==> config.mk <==
export PLATFORM = sky130hd
export DESIGN_NAME = uart_stim_tx
export DESIGN_NICKNAME = d
export VERILOG_FILES = /design/src/rtl/uart_stim_pkg.sv /design/src/rtl/uart_stim_fifo.sv /design/src/rtl/uart_stim_tx.sv
export SDC_FILE = /design/constraint.sdc
export NUM_CORES = 1
export LEC_CHECK = 0
export BUFFER_PORTS_ARGS = -buffer_cell sky130_fd_sc_hd__buf_2
export CAP_MARGIN = 20
export CORE_ASPECT_RATIO = 0.5
export CORE_MARGIN = 8
export CORE_UTILIZATION = 31
export CTS_BUF_LIST = sky130_fd_sc_hd__clkbuf_4
export CTS_CLUSTER_DIAMETER = 80
export CTS_CLUSTER_SIZE = 20
export DETAILED_ROUTE_END_ITERATION = 8
export PLACE_DENSITY_LB_ADDON = 0.1
export SLEW_MARGIN = 20
export SYNTH_ARGS = -nofsm -noshare
export SYNTH_HDL_FRONTEND = slang
export SYNTH_SLANG_ARGS = --single-unit
==> constraint.sdc <==
create_clock -name sys_clk_i -period 8.7 [get_ports sys_clk_i]
set_input_delay 0.87 -clock sys_clk_i [delete_from_list [all_inputs] [get_ports sys_clk_i]]
set_output_delay 0.87 -clock sys_clk_i [all_outputs]
set_load 0.005 [all_outputs]
==> src/rtl/uart_stim_pkg.sv <==
// uart_stim_pkg: shared types for the UART stimulus transmitter.
// Frame state encoding, character-width codes and latched frame config.
package uart_stim_pkg;

  typedef enum logic [2:0] {
    TX_IDLE,
    TX_START,
    TX_DATA,
    TX_PARITY,
    TX_STOP
  } tx_state_t;

  localparam logic [1:0] BITS_5 = 2'b00;
  localparam logic [1:0] BITS_6 = 2'b01;
  localparam logic [1:0] BITS_7 = 2'b10;
  localparam logic [1:0] BITS_8 = 2'b11;

  typedef struct packed {
    logic [2:0] last_idx;
    logic       par_en;
    logic       stop2;
  } frame_cfg_t;

  // Index of the final data bit for a cfg_bits code.
  function automatic logic [2:0] last_bit_idx(input logic [1:0] bits);
    logic [2:0] r;
    r = 3'd7;
    unique case (bits)
      BITS_5: r = 3'd4;
      BITS_6: r = 3'd5;
      BITS_7: r = 3'd6;
      BITS_8: r = 3'd7;
      default: r = 3'd7;
    endcase
    return r;
  endfunction

endpackage

==> src/rtl/uart_stim_fifo.sv <==
// uart_stim_fifo: small character buffer in front of the serializer.
// Power-of-two depth so the pointers wrap on their own.
module uart_stim_fifo #(
  parameter int DEPTH = 4
) (
  input  logic       sys_clk_i,
  input  logic       rstn_i,
  input  logic       push,
  input  logic [7:0] wdata,
  input  logic       pop,
  output logic [7:0] rdata,
  output logic       full,
  output logic       empty
);

  localparam int AW = $clog2(DEPTH);
  localparam logic [AW:0] FULL_CNT = DEPTH[AW:0];

  logic [7:0]    mem [DEPTH];
  logic [AW-1:0] wptr;
  logic [AW-1:0] rptr;
  logic [AW:0]   count;
  logic          do_push;
  logic          do_pop;

  assign full    = (count == FULL_CNT);
  assign empty   = (count == '0);
  assign do_push = push & ~full;
  assign do_pop  = pop & ~empty;
  assign rdata   = mem[rptr];

  always_ff @(posedge sys_clk_i) begin
    if (do_push) mem[wptr] <= wdata;
  end

  always_ff @(posedge sys_clk_i or negedge rstn_i) begin
    if (!rstn_i) begin
      wptr  <= '0;
      rptr  <= '0;
      count <= '0;
    end else begin
      if (do_push) wptr <= wptr + AW'(1);
      if (do_pop)  rptr <= rptr + AW'(1);
      unique case ({do_push, do_pop})
        2'b10:   count <= count + (AW+1)'(1);
        2'b01:   count <= count - (AW+1)'(1);
        default: count <= count;
      endcase
    end
  end

endmodule

==> src/rtl/uart_stim_tx.sv <==
// uart_stim_tx: buffered UART transmitter feeding the udma_uart RX pin.
// Frames are start, 5-8 data bits LSB first, optional even parity, 1-2 stops.
module uart_stim_tx
  import uart_stim_pkg::*;
#(
  parameter int DIV_W      = 16,
  parameter int FIFO_DEPTH = 4
) (
  input  logic             sys_clk_i,
  input  logic             rstn_i,
  input  logic [DIV_W-1:0] cfg_div_i,
  input  logic [1:0]       cfg_bits_i,
  input  logic             cfg_parity_en_i,
  input  logic             cfg_stop_bits_i,
  input  logic [7:0]       char_i,
  input  logic             char_valid_i,
  output logic             char_ready_o,
  output logic             uart_tx_o,
  output logic             busy_o,
  output logic             done_o
);

  tx_state_t        state;
  logic [DIV_W-1:0] baud_cnt;
  logic [DIV_W-1:0] div_q;
  logic [2:0]       bit_idx;
  logic             stop_idx;
  logic [7:0]       shreg;
  logic             par;
  frame_cfg_t       cfg_q;

  logic       fifo_full;
  logic       fifo_empty;
  logic [7:0] fifo_data;
  logic       push;
  logic       pop;
  logic       cnt_zero;
  logic       last_stop;

  assign char_ready_o = ~fifo_full;
  assign push         = char_valid_i & ~fifo_full;
  assign cnt_zero     = (baud_cnt == '0);
  assign last_stop    = (state == TX_STOP) & cnt_zero
                      & (stop_idx | ~cfg_q.stop2);
  // Popping at the end of the last stop bit keeps frames back-to-back.
  assign pop          = ~fifo_empty & ((state == TX_IDLE) | last_stop);
  assign busy_o       = (state != TX_IDLE);
  assign done_o       = last_stop;

  uart_stim_fifo #(
    .DEPTH(FIFO_DEPTH)
  ) u_fifo (
    .sys_clk_i(sys_clk_i),
    .rstn_i   (rstn_i),
    .push     (push),
    .wdata    (char_i),
    .pop      (pop),
    .rdata    (fifo_data),
    .full     (fifo_full),
    .empty    (fifo_empty)
  );

  always_ff @(posedge sys_clk_i or negedge rstn_i) begin
    if (!rstn_i) begin
      state     <= TX_IDLE;
      uart_tx_o <= 1'b1;
      baud_cnt  <= '0;
      div_q     <= '0;
      bit_idx   <= '0;
      stop_idx  <= 1'b0;
      shreg     <= '0;
      par       <= 1'b0;
      cfg_q     <= '0;
    end else if (pop) begin
      state        <= TX_START;
      uart_tx_o    <= 1'b0;
      baud_cnt     <= cfg_div_i;
      div_q        <= cfg_div_i;
      bit_idx      <= '0;
      stop_idx     <= 1'b0;
      shreg        <= fifo_data;
      par          <= 1'b0;
      cfg_q.last_idx <= last_bit_idx(cfg_bits_i);
      cfg_q.par_en <= cfg_parity_en_i;
      cfg_q.stop2  <= cfg_stop_bits_i;
    end else begin
      unique case (state)
        TX_IDLE: begin
          uart_tx_o <= 1'b1;
        end
        TX_START: begin
          if (cnt_zero) begin
            state     <= TX_DATA;
            uart_tx_o <= shreg[0];
            par       <= shreg[0];
            shreg     <= shreg >> 1;
            bit_idx   <= '0;
            baud_cnt  <= div_q;
          end else begin
            baud_cnt <= baud_cnt - DIV_W'(1);
          end
        end
        TX_DATA: begin
          if (!cnt_zero) begin
            baud_cnt <= baud_cnt - DIV_W'(1);
          end else if (bit_idx == cfg_q.last_idx) begin
            baud_cnt <= div_q;
            stop_idx <= 1'b0;
            if (cfg_q.par_en) begin
              state     <= TX_PARITY;
              uart_tx_o <= par;
            end else begin
              state     <= TX_STOP;
              uart_tx_o <= 1'b1;
            end
          end else begin
            bit_idx   <= bit_idx + 3'd1;
            uart_tx_o <= shreg[0];
            par       <= par ^ shreg[0];
            shreg     <= shreg >> 1;
            baud_cnt  <= div_q;
          end
        end
        TX_PARITY: begin
          if (cnt_zero) begin
            state     <= TX_STOP;
            uart_tx_o <= 1'b1;
            stop_idx  <= 1'b0;
            baud_cnt  <= div_q;
          end else begin
            baud_cnt <= baud_cnt - DIV_W'(1);
          end
        end
        TX_STOP: begin
          if (!cnt_zero) begin
            baud_cnt <= baud_cnt - DIV_W'(1);
          end else if (cfg_q.stop2 && !stop_idx) begin
            stop_idx <= 1'b1;
            baud_cnt <= div_q;
          end else begin
            state     <= TX_IDLE;
            uart_tx_o <= 1'b1;
          end
        end
        default: begin
          state     <= TX_IDLE;
          uart_tx_o <= 1'b1;
        end
      endcase
    end
  end

endmodule

==> results.json, run 1 <==
{
  "seq_area_sq_um": 2490,
  "hold_viol": 0,
  "cts_tree": "done",
  "multi_input_area_sq_um": 1890,
  "clk_pin_slew_ps": 170,
  "die_w_um": 187,
  "power_mw": 1.56,
  "track_usage_pct": 11.9,
  "insertion_delay_ps": 460,
  "syn_area_per_cell_sq_um": 11.1,
  "hpwl_mm": 7.00,
  "crit_required_ps": 7830,
  "clock_tree.root_cell": "clkbuf_4",
  "yosys_warnings": 0,
  "die-area_sq_um": 19000,
  "path_max_fanout": 10,
  "grt.overflow.total": 0,
  "syn_inst": 408,
  "synthFlopType": "dfrtp_1",
  "gp_congestion": 0.753,
  "seqPwrFrac_pct": 47.6,
  "synth_nets": 447,
  "max_slew.worst_pin.slew_ps": 828,
  "cts_hold_buffers": 0,
  "start_kind": "flip-flop",
  "hold_path_depth": 2,
  "cts_setup_buffers": 0,
  "grt_pass1_wl_mm": 17.8,
  "worstSetupEndpointType": "output port",
  "drive_gt1_share_pct": 17.6,
  "wl_per_cell_um": 16.7,
  "fin_crit_ps": 3600,
  "pwr-share-comb_pct": 36.3,
  "mostFrequentLayoutCells": "nand2_1, dfrtp_1, buf_2, edfxtp_1, nor3_1",
  "netlist_area_sq_um": 4540,
  "rr_worst_depth": 7,
  "power.internal_mw": 0.936,
  "power-per-cell-area_nw_per_um2": 309,
  "fin_tns_setup_ps": 0,
  "clockBufferDepth": 2,
  "num_rows": 31,
  "layout_setup_ws_ps": 5100,
  "leakage_nw": 2.09,
  "slew_viol_final": 0,
  "drc": 0,
  "drtAntennaViolNets": 0,
  "syn_to_final_growth_pct": 10.9,
  "p_sw_mw": 0.620,
  "switching_share_pct": 39.8,
  "clkPwrFrac_pct": 16.1,
  "rsz0062_at_grt": "false",
  "num_io_pins": 35,
  "ys_seq_area_share_pct": 54.9,
  "cap_violations": 0,
  "grt_start_max_net_pins": 62,
  "arrival_ps": 2730,
  "hp-class": "flip-flop to flip-flop",
  "place_ws_ps": 5260,
  "initial_utilization_pct": 31.5,
  "setup_violations": 0,
  "cts_resized": 0,
  "final_common_cell": "nand2_1",
  "async_flop_share_pct": 65.6,
  "synth_edf_count": 32,
  "grt_antenna_before_repair": 1,
  "fin_util_pct": 35.0,
  "drt-vias-per-instance": 4.96,
  "num_vias": 3160,
  "yosysUniqueCellTypes": 55,
  "skew_ps": 11.9,
  "htreeDepth": 3,
  "path_class": "flip-flop to output port",
  "relSlewSlack_pct": 44.8,
  "cts_made_buffers": 9,
  "timing.final.crit_share_pct": 41.4,
  "status": "completed",
  "fin_nets": 472,
  "grt_pass1_vias": 3283,
  "synth-seq-cells": 93,
  "ir_drop_mv": 0.0940,
  "fmax_mhz": 278,
  "drt-pass1-iter-count": 4,
  "dieHeight_um": 102,
  "n_fill_cell": 1482,
  "clock-sinks": 93,
  "fin_area_sq_um": 5030,
  "core_area_sq_um": 14400,
  "placed_area_sq_um": 4880,
  "port_buffers": 34,
  "initialDrtViolationCount": 165,
  "drt_wl_total_mm": 10.6
}
==> per-stage QoR <==
step,hold WS (ps),cells
finish,499,637
CTS,495,636
global route,526,637
detailed placement,467,620
global placement,462,620
floorplan,432,408
==> Yosys cell counts (2+ instances only) <==
library cell	count	share of area, %
buf_6	3	0.74
clkbuf_1	17	1.4
a21oi_1	13	1.4
nor4_1	5	0.69
or3_1	10	1.4
xor2_1	6	1.2
or2_2	3	0.41
o2bb2ai_1	7	1.4
o21a_1	2	0.33
xnor2_1	6	1.2
mux2_2	2	0.50
buf_1	2	0.17
nand4_1	2	0.28
a221o_1	7	1.5
o21bai_1	2	0.33
buf_2	3	0.33
dfrtp_1	60	33
a22o_1	4	0.77
o32ai_1	2	0.39
a211oi_1	4	0.66
nand2b_1	8	1.1
edfxtp_1	32	21
or4_4	2	0.50
and2_1	9	1.2
o22ai_1	10	1.4
inv_1	14	1.2
nor2_1	17	1.4
o211ai_1	3	0.50
nor4_4	2	0.94
nand2_1	63	5.2
ha_1	7	1.9
a21o_1	4	0.66
o21ai_0	8	0.88
and3_1	4	0.55
mux2i_1	6	1.3
nand3_1	3	0.33
a31oi_1	5	0.69
nor3_1	21	2.3
o31ai_1	2	0.33
mux4_2	8	4.0
or4_1	6	0.99
==> sequential cells by signal, summed over array words and instances, names as in the netlist <==
name,flops
u_fifo.mem,32
baud_cnt,16
div_q,16
shreg,8
cfg_q,5
bit_idx,3
state,3
u_fifo.count,3
u_fifo.rptr,2
u_fifo.wptr,2
par,1
stop_idx,1
uart_tx_o,1
==> power groups by stage <==
stage               logic, mW  registers (mW)  clock network, mW
finish                  0.564           0.741              0.251
global route            0.647           0.765              0.273
CTS                     0.576           0.742              0.260
detailed placement      0.574           0.751                  0
global placement        0.571           0.755                  0
floorplan               0.469           0.691                  0
==> per-layer routing <==
layer	wire, um	track usage, %	share of wire, %
met1	5410	15.7	51
met2	4820	19.3	45
met3	301	2.75	2.8
met4	114	3.40	1.1
met5	0	0	0
==> cell type report <==
type / instances / share of cell area, %
Inverter: 14 / 1.04
Tap cell: 198 / 4.92
Multi-Input combinational cell: 276 / 37.5
Clock inverter: 7 / 1.57
Sequential cell: 93 / 49.5
Timing Repair Buffer: 39 / 4.13
Clock buffer: 9 / 1.34
Antenna cell: 1 / 0.0497
==> worst paths after layout <==
| check | slack [ps] | to | start |
|---|---|---|---|
| setup reg to reg | 5270 | baud_cnt[1]$_DFFE_PN0P_ | baud_cnt[0]$_DFFE_PN0P_ |
| min in group asynchronous | 560 | u_fifo.wptr[0]$_DFFE_PN0P_ | rstn_i |
| hold / removal | 500 | div_q[9]$_DFFE_PN0P_ | div_q[9]$_DFFE_PN0P_ |
| hold reg to reg | 500 | div_q[9]$_DFFE_PN0P_ | div_q[9]$_DFFE_PN0P_ |
| max in group asynchronous | 7610 | baud_cnt[9]$_DFFE_PN0P_ | rstn_i |
| setup / recovery | 5100 | done_o | baud_cnt[0]$_DFFE_PN0P_ |
==> cell families (layout without fill, tap and decap cells) <==
kind of cell	after synthesis	count (layout)	share of synthesized area (%)
AOI/OAI and AO/OA	80	80	12.7
buffers and inverters	39	69	3.81
muxes	16	16	5.79
adders and majority gates	8	8	2.37
and+or+nand+nor	160	160	18.2
DFF	93	93	54.9
xor gates and xnor gates	12	12	2.32
other	0	1	0
==> critical path: stages (launching register included) <==
cell and delay, ps:
dfrtp_1 440, inv_1 80, ha_1 170, or3b_2 590, or4_1 660, nor3_1 170, buf_2 140
Note: power is estimated with default switching activity, not from simulation.
==> inputs of run 2 (changes only) <==
Clock period 8.7 ns to 3.5 ns, I/O delays scaled along.
==> results.json, run 2 (synthesis gave the netlist of run 1 again) <==
{
  "setup_violations": 0,
  "track_usage_pct": 12.1,
  "path_delay_family": "simple AND/OR/NAND/NOR gates",
  "syn_to_final_growth_pct": 11.5,
  "drc": 0,
  "clock_tree.root_cell": "clkbuf_4",
  "drt-pass1-iter-count": 4,
  "largest_register_ffs": 32,
  "slowest_delay_ps": 640,
  "cts_resized": 0,
  "wl_per_cell_um": 16.7,
  "met3WireLength_um": 274,
  "r2r_start": "baud_cnt[0]$_DFFE_PN0P_",
  "num_vias": 3164,
  "skew_ps": 23.1,
  "status": "completed",
  "drt-vias-per-instance": 4.94,
  "pwr-share-comb_pct": 36.6,
  "initialDrtViolationCount": 161,
  "num_rows": 31,
  "die_w_um": 187,
  "grt_pass1_vias": 3401,
  "dr_wl_met2_mm": 5.00,
  "arrival_ps": 2760,
  "insertion_delay_ps": 450,
  "r2r-end": "baud_cnt[7]$_DFFE_PN0P_",
  "htreeDepth": 3,
  "fin_nets": 476,
  "top_layer": "met4",
  "multi_input_area_sq_um": 1890,
  "fin_crit_ps": 3110,
  "rr_worst_depth": 8,
  "start_kind": "flip-flop",
  "clock-sinks": 93,
  "dieHeight_um": 102,
  "crit_required_ps": 3150,
  "leakage_nw": 2.11,
  "diodes": 0,
  "drt_wl_total_mm": 10.7,
  "num_io_pins": 35,
  "slew_viol_final": 0,
  "reg.largest.list": "u_fifo.mem: 32 flops, baud_cnt: 16 flops, div_q: 16 flops",
  "worstPathCellList": "inv_1 -> ha_1 -> or3b_2 -> or4_1 -> nor3_1 -> buf_2",
  "r2r_slack_ps": 420,
  "worst-path-buf-inv": 2,
  "fin_tns_setup_ps": 0,
  "switching_share_pct": 39.7,
  "grt_antenna_before_repair": 0,
  "max_slew.worst_pin.slew_ps": 838,
  "power.internal_mw": 2.34,
  "rsz0062_at_grt": "false",
  "wl_met1_mm": 5.37,
  "grt.overflow.total": 0,
  "cp_slowest_cell": "or4_1",
  "regMostFlops": "u_fifo.mem",
  "die-area_sq_um": 19000,
  "port_buffers": 34,
  "cts_tree": "done",
  "seq_area_sq_um": 2490,
  "layout_setup_ws_ps": 386,
  "hold_viol": 0,
  "grt_pass1_wl_mm": 18.4,
  "p_sw_mw": 1.54,
  "timing.final.crit_share_pct": 89.0,
  "hp-class": "primary input to asynchronous set/reset pin",
  "grt_start_max_net_pins": 62,
  "seqPwrFrac_pct": 47.6,
  "place_ws_ps": 446,
  "core_area_sq_um": 14400,
  "ir_drop_mv": 0.213,
  "drtAntennaViolNets": 0,
  "worstSetupEndpointType": "output port",
  "n_fill_cell": 1468,
  "cts_setup_buffers": 0,
  "cts_made_buffers": 9,
  "cap_violations": 0,
  "clk_pin_slew_ps": 180,
  "hpwl_mm": 7.12,
  "initial_utilization_pct": 31.5,
  "clkPwrFrac_pct": 15.8,
  "path_class": "flip-flop to output port",
  "power-per-cell-area_nw_per_um2": 768,
  "cts_hold_buffers": 0,
  "gp_congestion": 0.737,
  "fmax_mhz": 321,
  "mostFrequentLayoutCells": "nand2_1, dfrtp_1, buf_2, edfxtp_1, nor3_1",
  "drive_gt1_share_pct": 18.3,
  "relSlewSlack_pct": 44.1,
  "final_common_cell": "nand2_1",
  "path_max_fanout": 10,
  "clockBufferDepth": 2
}
## run 2: cell types whose count changed in the layout (fill, tap and decap cells not counted), sizes merged
cell | before | now
buf | 39 | 43
diode | 1 | 0
## run 2: worst max path at each step
stage | start | to | slack [ps] | cells past startpoint
3_5_place_dp | baud_cnt[0]$_DFFE_PN0P_ | baud_cnt[0]$_DFFE_PN0P_ | 450 | 7
4_1_cts | baud_cnt[0]$_DFFE_PN0P_ | done_o | 300 | 6
2_1_floorplan | baud_cnt[0]$_DFFE_PN0P_ | u_fifo.count[2]$_DFFE_PN0P_ | 50 | 15
3_3_place_gp | baud_cnt[0]$_DFFE_PN0P_ | baud_cnt[9]$_DFFE_PN0P_ | 520 | 8
6_report | baud_cnt[0]$_DFFE_PN0P_ | done_o | 390 | 6
5_1_grt | baud_cnt[0]$_DFFE_PN0P_ | done_o | 210 | 6
## run 2: cell type report
type	instances	area share, %
tap	198	4.90
sequential	93	49.2
clock buffer	9	1.34
multi-input combinational	276	37.3
inverter	14	1.04
timing repair buffer	43	4.70
clock inverter	7	1.56
## run 2: power by group through the flow
stage	registers (mW)	logic, mW	clock network (mW)
after floorplan	1.72	1.17	0
after global placement	1.88	1.44	0
after detailed placement	1.88	1.45	0
after CTS	1.85	1.45	0.650
after global routing	1.91	1.64	0.689
final	1.85	1.42	0.614
## run 2: layer usage
metal | global-route usage (%) | vias to the layer above
met4 | 3.64 | 0
met1 | 15.9 | 1568
li1 | - | 1552
met3 | 2.99 | 4
met2 | 19.6 | 40
met5 | 0 | -
## run 2: through the flow
| stage | cells | hold slack (ps) | cell area, sq um | util, % | total power [mW] |
|---|---|---|---|---|---|
| after detailed placement | 624 | 464 | 4910 | 34.1 | 3.33 |
| after global placement | 624 | 461 | 4910 | 34.1 | 3.33 |
| final | 640 | 27.4 | 5060 | 35.2 | 3.89 |
| after CTS | 640 | 26.1 | 5060 | 35.2 | 3.96 |
| after global routing | 640 | 31.4 | 5060 | 35.2 | 4.24 |
| after floorplan | 408 | 54.4 | 4540 | - | 2.88 |
==> inputs of run 3 (changes only) <==
Settings changed: CAP_MARGIN 20 to unset.
Clock period 3.5 ns to 3.85 ns, I/O delays scaled along.
==> results.json, run 3 (synthesis gave the netlist of run 1 again) <==
{
  "status": "completed",
  "timing.final.crit_share_pct": 86.4,
  "cts_made_buffers": 9,
  "largest_register_ffs": 32,
  "power-per-cell-area_nw_per_um2": 694,
  "leakage_nw": 2.11,
  "grt_pass1_wl_mm": 17.8,
  "num_vias": 3165,
  "hold_viol": 0,
  "clock_tree.root_cell": "clkbuf_4",
  "arrival_ps": 3670,
  "clk_pin_slew_ps": 170,
  "num_rows": 31,
  "final_common_cell": "nand2_1",
  "drtAntennaViolNets": 0,
  "track_usage_pct": 11.8,
  "cts_tree": "done",
  "grt.overflow.total": 0,
  "setup_violations": 0,
  "layout_setup_ws_ps": 525,
  "drt-vias-per-instance": 4.95,
  "fin_tns_setup_ps": 0,
  "initialDrtViolationCount": 213,
  "drt-pass1-iter-count": 4,
  "diodes": 0,
  "hp-class": "primary input to flip-flop",
  "power_mw": 3.51,
  "start_kind": "flip-flop",
  "cap_violations": 0,
  "worstSetupEndpointType": "flip-flop",
  "clockBufferDepth": 2,
  "slew_viol_final": 0,
  "path_class": "flip-flop to flip-flop",
  "reg.largest.list": "u_fifo.mem: 32 flops, baud_cnt: 16 flops, div_q: 16 flops",
  "die-area_sq_um": 19000,
  "clock-sinks": 93,
  "grt_pass1_vias": 3251,
  "cts_resized": 0,
  "fmax_mhz": 301,
  "crit_required_ps": 4200,
  "grt_start_max_net_pins": 42,
  "gp_congestion": 0.718,
  "hpwl_mm": 7.26,
  "initial_utilization_pct": 31.5,
  "wl_per_cell_um": 16.5,
  "seq_area_sq_um": 2490,
  "htreeDepth": 3,
  "num_io_pins": 35,
  "ir_drop_mv": 0.176,
  "mostFrequentLayoutCells": "nand2_1, dfrtp_1, buf_2, edfxtp_1, nor3_1",
  "dieHeight_um": 102,
  "fin_nets": 476,
  "dpl.cell_count": 623,
  "die_w_um": 187,
  "skew_ps": 18.4,
  "regMostFlops": "u_fifo.mem",
  "cts_setup_buffers": 0,
  "insertion_delay_ps": 460,
  "holdWs_ps": 116,
  "finalNonFillerCells": 640,
  "relSlewSlack_pct": 48.6,
  "grt_antenna_before_repair": 0,
  "path_max_fanout": 26,
  "core_area_sq_um": 14400,
  "multi_input_area_sq_um": 1890,
  "n_fill_cell": 1444,
  "rsz0062_at_grt": "false",
  "drt_wl_total_mm": 10.6,
  "syn_to_final_growth_pct": 11.5,
  "max_slew.worst_pin.slew_ps": 766,
  "place_ws_ps": 530,
  "drc": 0,
  "drive_gt1_share_pct": 18.1,
  "port_buffers": 34,
  "fin_crit_ps": 3320
}
==> run 3: worst paths after layout <==
kind | from | end | slack, ps | depth (start not counted)
setup reg to reg | baud_cnt[0]$_DFFE_PN0P_ | shreg[0]$_DFFE_PN0P_ | 530 | 7
setup / recovery | baud_cnt[0]$_DFFE_PN0P_ | shreg[0]$_DFFE_PN0P_ | 530 | 7
hold reg to reg | stop_idx$_DFFE_PN0P_ | stop_idx$_DFFE_PN0P_ | 490 | 1
hold / removal | cfg_stop_bits_i | cfg_q[0]$_DFFE_PN0P_ | 120 | 3
max in group asynchronous | rstn_i | baud_cnt[14]$_DFFE_PN0P_ | 2670 | 3
min in group asynchronous | rstn_i | u_fifo.wptr[0]$_DFFE_PN0P_ | 470 | 2
==> run 3: metrics by stage <==
stage	utilization [%]	instance area, sq um
4_1_cts	35.2	5060
3_3_place_gp	34.1	4900
5_1_grt	35.2	5060
2_1_floorplan	-	4540
6_report	35.2	5060
3_5_place_dp	34.1	4900
==> run 3: report_power, final <==
| part | internal, mW | switching (mW) | total, mW | leakage [nW] |
|---|---|---|---|---|
| clock | 0.158 | 0.398 | 0.556 | 0.0796 |
| sequential | 1.38 | 0.296 | 1.67 | 1.04 |
| combinational | 0.583 | 0.698 | 1.28 | 0.988 |
| total | 2.12 | 1.39 | 3.51 | 2.11 |
==> run 3: area by class of cell <==
| cell class | instances | share of cell area, % |
|---|---|---|
| repair buffers | 43 | 4.75 |
| multi-input cells | 276 | 37.3 |
| clock inverters | 7 | 1.51 |
| well taps | 198 | 4.90 |
| inverters | 14 | 1.04 |
| clock buffers | 9 | 1.34 |
| flip-flops and latches | 93 | 49.2 |
==> run 3: layer usage <==
metal / vias to the layer above / routed length, um / track usage (%)
met5: - / 0 / 0
met1: 1545 / 5430 / 16.3
met3: 10 / 429 / 3.09
met4: 0 / 122 / 3.15
met2: 61 / 4600 / 18.1
li1: 1549 / - / -
==> run 3: repair_timing <==
action / in CTS / in global routing
hold endpoints to repair: 26 / 0
endpoints found under the setup margin: 0 / 0
hold buffers: 1 / 0
==> run 3: critical path: stages (launching register included) <==
cell	delay [ps]
dfrtp_1	450
inv_1	80
ha_1	180
or3b_2	590
or4_4	760
nor4_4	600
nor2_2	220
a221o_1	330
